### config.mk
export PLATFORM = sky130hd
export DESIGN_NAME = misr_sig_ctl
export DESIGN_NICKNAME = d
export VERILOG_FILES = /design/src/rtl/misr_sig_ctl.sv
export SDC_FILE = /design/constraint.sdc
export NUM_CORES = 1
export LEC_CHECK = 0
export BUFFER_PORTS_ARGS = -buffer_cell sky130_fd_sc_hd__buf_4
export CAP_MARGIN = 10
export CORE_ASPECT_RATIO = 1.5
export CORE_MARGIN = 4
export CORE_UTILIZATION = 40
export DETAILED_ROUTE_END_ITERATION = 16
export PLACE_DENSITY = 0.67
export SLEW_MARGIN = 20
export SYNTH_ARGS = -nofsm -noshare
export SYNTH_HDL_FRONTEND = slang
export SYNTH_SLANG_ARGS = --single-unit
### constraint.sdc
create_clock -name CLK -period 2.2 [get_ports CLK]
set_clock_uncertainty 0.2 [all_clocks]
set_input_delay 0.44 -clock CLK [delete_from_list [all_inputs] [get_ports CLK]]
set_output_delay 0.44 -clock CLK [all_outputs]
set_load 0.02 [all_outputs]
### src/rtl/misr_sig_ctl.sv
// Multiple-input signature register with session control: compacts NIN-bit
// response words into a WIDTH-bit signature and compares it with a golden value.
module misr_sig_ctl #(
    parameter int unsigned       WIDTH    = 15,
    parameter int unsigned       NIN      = 3,
    parameter logic [WIDTH-1:0]  POLY     = WIDTH'(15'h0003),
    parameter logic [WIDTH-1:0]  SEED     = '0,
    parameter int unsigned       PATTERNS = 16
) (
    input  logic                          CLK,
    input  logic                          RST_N,
    input  logic                          start,
    input  logic                          abort,
    input  logic                          en,
    input  logic [NIN-1:0]                d,
    input  logic [WIDTH-1:0]              golden,
    output logic [WIDTH-1:0]              sig,
    output logic [$clog2(PATTERNS+1)-1:0] count,
    output logic                          busy,
    output logic                          done,
    output logic                          pass
);

    localparam int unsigned      CW   = $clog2(PATTERNS + 1);
    localparam logic [CW-1:0]    LAST = CW'(PATTERNS - 1);
    // Bit 0 always takes the feedback, whatever POLY[0] says.
    localparam logic [WIDTH-1:0] TAPS = POLY | WIDTH'(1);

    typedef enum logic [1:0] {
        S_IDLE,
        S_RUN,
        S_DONE
    } state_t;

    state_t           state_q;
    state_t           state_d;
    logic [WIDTH-1:0] sig_d;
    logic [CW-1:0]    count_d;
    logic             pass_d;
    logic             busy_d;
    logic             done_d;
    logic [WIDTH-1:0] comp_c;

    // One compaction step: shift, fold the MSB back through the taps, inject d.
    assign comp_c = {sig[WIDTH-2:0], 1'b0}
                  ^ (TAPS & {WIDTH{sig[WIDTH-1]}})
                  ^ WIDTH'(d);

    always_comb begin
        state_d = state_q;
        sig_d   = sig;
        count_d = count;
        pass_d  = pass;

        if (abort) begin
            state_d = S_IDLE;
            pass_d  = 1'b0;
        end else begin
            case (state_q)
                S_IDLE, S_DONE: begin
                    if (start) begin
                        state_d = S_RUN;
                        sig_d   = SEED;
                        count_d = '0;
                        pass_d  = 1'b0;
                    end
                end
                S_RUN: begin
                    if (en) begin
                        sig_d   = comp_c;
                        count_d = count + CW'(1);
                        if (count == LAST) begin
                            state_d = S_DONE;
                            pass_d  = (comp_c == golden);
                        end
                    end
                end
                default: state_d = S_IDLE;
            endcase
        end

        busy_d = (state_d == S_RUN);
        done_d = (state_d == S_DONE);
    end

    always_ff @(posedge CLK or negedge RST_N) begin
        if (!RST_N) begin
            state_q <= S_IDLE;
            sig     <= SEED;
            count   <= '0;
            pass    <= 1'b0;
            busy    <= 1'b0;
            done    <= 1'b0;
        end else begin
            state_q <= state_d;
            sig     <= sig_d;
            count   <= count_d;
            pass    <= pass_d;
            busy    <= busy_d;
            done    <= done_d;
        end
    end

endmodule

==> impl_metrics.yaml <==
yosys:
  syn_area_per_cell_sq_um: 9.43
  yosysWarnings: 0
  netlist_top_cells_area: "sky130_fd_sc_hd__dfrtp_1, sky130_fd_sc_hd__xor2_1, sky130_fd_sc_hd__nand2_1"
  synth-edff-count: 0
  ys.flop_type: "sky130_fd_sc_hd__dfrtp_1"
  yosys.cell_types.count: 26
  ys_seq_area_frac: 0.491
  synthArstFlopShare: 1.00
  synthesis.nets: 160
  post-synth-top-area-fraction: 0.491
  synth_top_area_cell: "sky130_fd_sc_hd__dfrtp_1"
  synth.cell_area_sq_um: 1270
  netlist_instances: 135
  ys_ff_latch: 25
finish:
  final_nets: 207
  area_taken_by_flip_flops_and_latches_sq_um: 626
  fillers: 278
  areaGrowthSynthToFinish_pct: 33.2
  multi_input_comb_area_sq_um: 602
  layout-drive-gt1-share: 0.293
  post-route-cell-area_sq_um: 1700
  finish.utilization: 0.571
  antenna_diode_count: 0
power:
  design_power_total_mw: 0.955
  power_density_nw_per_um2: 563
  power_leakage_nw: 0.844
  ir_worst_vdd_uv: 355
clocking:
  tritoncts.num_buffers: 3
  htreeDepth: 1
  clock_sinks: 25
  ctsLongestPathBuffers: 2
  clk_pin_slew_worst_paths_ns: 0.08
  clock_latency_ns: 0.26
  tritoncts_clock_tree: "built"
  root_buffer: "sky130_fd_sc_hd__clkbuf_8"
detailed_routing:
  detail_route.first_pass.iterations: 4
  avgRoutedWirePerCell_um: 13.8
  detailroute.via_count: 1110
  ant_nets: 0
  drt_wl_total_um: 3030
  detailedRoute.firstIterationViolations: 21
  detail_route.vias_per_cell: 5.05
  drc_violation_count_after_routing: 0
timing:
  finalCritPeriodShare: 0.907
  timing.setup.tns_ns: 0
  unrepaired_setup_endpoints_after_global_routing: "no"
  setup_viol: 0
  worstMarginPinSlew_ns: 0.354
  final-max-slew-violation-count: 0
  layout_min_cycle_time_ns: 1.99
  hold_viol: 0
  worst_slew_margin_rel: 0.764
  fmax_mhz: 501
worst_setup_path:
  critPathArrivalTime_ns: 1.98
  worstSetupEndpoint: "pass"
  timing.reg2reg.worst_path_depth: 7
  kind_of_launch_point_of_the_worst_setup_path: "register"
  timing.critical_path.fanout_max: 5
  critical_path.reg2reg.endpoint: "pass"
  worst_ep_required_time_ns: 2.19
  setup.worst_path.end_class: "register"
  launching_instance_or_port_of_the_critical_path: "count[0]"
  worst-r2r-setup-slack_ns: 0.21
  regToRegStartpoint: "count[0]"
  critical_path_class: "register to register"
placement:
  detailedPlacementHpwl_um: 2370
  placement.cell_area_sq_um: 1640
  buffer_ports.inserted: 45
  gp_congestion: 0.825
floorplan:
  die_area_sq_um: 4170
  placeableCoreArea_sq_um: 2970
  initial_standard_cell_utilization_of_the_core: 0.428
  dieHeight_um: 77.1
  floorplan.die.width_um: 54.1
  rows: 24
  num_io_pins: 46
run_status:
  status: "finished, final reports clean"
job:
  max_cap_viol_count: 0
grt:
  grt_pass1_wl_um: 5020
  grt_use_total: 0.155
  grt_max_degree: 26
  antenna_found_initial: 0
  first_global_vias: 1141
  grt.overflow.total: 0
worst_hold_path:
  hold_class: "input port to register"
[report_power, final]
part,switching [mW],internal [mW]
clock,0.137,0.126
sequential,0.0209,0.478
combinational,0.105,0.0888
[worst max-delay path, stage by stage (launching register included)]
cell and delay [ns]:
sky130_fd_sc_hd__dfrtp_1 0.43, sky130_fd_sc_hd__ha_1 0.25, sky130_fd_sc_hd__and3_1 0.19, sky130_fd_sc_hd__ha_1 0.17, sky130_fd_sc_hd__nand2_1 0.10, sky130_fd_sc_hd__o21ai_0 0.12
sky130_fd_sc_hd__or3b_1 0.38, sky130_fd_sc_hd__o21ai_0 0.08
[sequential cells by signal, summed over array words and instances, names as in the netlist]
name,cells
sig,15
count,5
state_q,2
busy,1
done,1
pass,1
[worst min-delay path by stage]
| stage | depth (start not counted) | end | start | slack, ns |
|---|---|---|---|---|
| CTS | 2 | busy | abort | 0.17 |
| detailed placement | 1 | sig[0] | RST_N | 0.16 |
| global route | 2 | state_q[1] | abort | 0.18 |
| global placement | 1 | sig[14] | RST_N | 0.16 |
| floorplan | 0 | busy | RST_N | -0.06 |
| finish | 2 | busy | abort | 0.18 |
[synthesized netlist by cell type (all sizes together), types with 3 or more instances]
cell / n
a21oi: 4
buf: 5
dfrtp: 25
nand2: 32
nor2: 6
nor3: 3
o21ai: 18
o31ai: 4
xor2: 15
[placed cells by master (no fill, tap or decap)]
master,netlist,final
sky130_fd_sc_hd__o31ai_1,4,4
sky130_fd_sc_hd__nand3_1,1,1
sky130_fd_sc_hd__xnor2_1,2,2
sky130_fd_sc_hd__a21oi_1,4,4
sky130_fd_sc_hd__nor2_1,6,6
sky130_fd_sc_hd__clkbuf_8,0,3
sky130_fd_sc_hd__dfrtp_1,25,25
sky130_fd_sc_hd__o21ai_0,18,18
sky130_fd_sc_hd__nor4_1,2,2
sky130_fd_sc_hd__nor3_1,3,3
sky130_fd_sc_hd__or3b_1,1,1
sky130_fd_sc_hd__buf_4,4,48
sky130_fd_sc_hd__nand2_1,32,32
sky130_fd_sc_hd__nand2b_1,1,1
sky130_fd_sc_hd__xor2_1,15,15
sky130_fd_sc_hd__inv_1,1,1
sky130_fd_sc_hd__xnor3_1,1,1
sky130_fd_sc_hd__and3_1,1,1
sky130_fd_sc_hd__ha_1,2,2
sky130_fd_sc_hd__nand4_1,2,2
sky130_fd_sc_hd__clkinv_2,0,1
sky130_fd_sc_hd__nor2b_1,1,1
sky130_fd_sc_hd__a21o_1,2,2
sky130_fd_sc_hd__or3_1,1,1
sky130_fd_sc_hd__nand3b_1,2,2
sky130_fd_sc_hd__nand2b_4,1,1
sky130_fd_sc_hd__dlygate4sd3_1,0,1
[what timing repair did]
item / 4_1_cts / 5_1_grt
gates resized for setup: 0 / 0
endpoints found under the hold margin: 25 / 0
buffers inserted: 0 / 0
hold buffers: 1 / 0
setup endpoints to repair: 0 / 0
[metal layers]
| metal | GRT usage | share of wire | up-vias |
|---|---|---|---|
| li1 | - | - | 544 |
| met4 | 0.0449 | 0.0096 | 0 |
| met5 | 0 | 0 | - |
| met3 | 0.0213 | 0.058 | 4 |
| met2 | 0.269 | 0.51 | 32 |
| met1 | 0.192 | 0.42 | 530 |
[per-stage QoR]
| step | instances | setup slack, ns | hold WS [ns] |
|---|---|---|---|
| after detailed placement | 215 | 0.223 | 0.164 |
| final | 220 | 0.205 | 0.180 |
| after global placement | 215 | 0.287 | 0.161 |
| after global routing | 220 | 0.0699 | 0.178 |
| after floorplan | 135 | 0.256 | -0.0556 |
| after CTS | 220 | 0.203 | 0.174 |
[area by class of cell]
cell class	instances	share of cell area
flip-flops and latches	25	0.369
multi-input cells	102	0.355
well taps	39	0.0288
repair buffers	49	0.218
inverters	1	0.00221
clock inverters	1	0.00295
clock buffers	3	0.0243
[logic make-up after synthesis]
logic type	Yosys count	synth area share
and+or+nand+nor	54	0.196
xor gates and xnor gates	18	0.135
adders and majority gates	2	0.0196
DFF	25	0.491
AOI/OAI and AO/OA	28	0.122
buffers and inverters	8	0.0363
No activity file was read; power rests on OpenSTA's default activity.
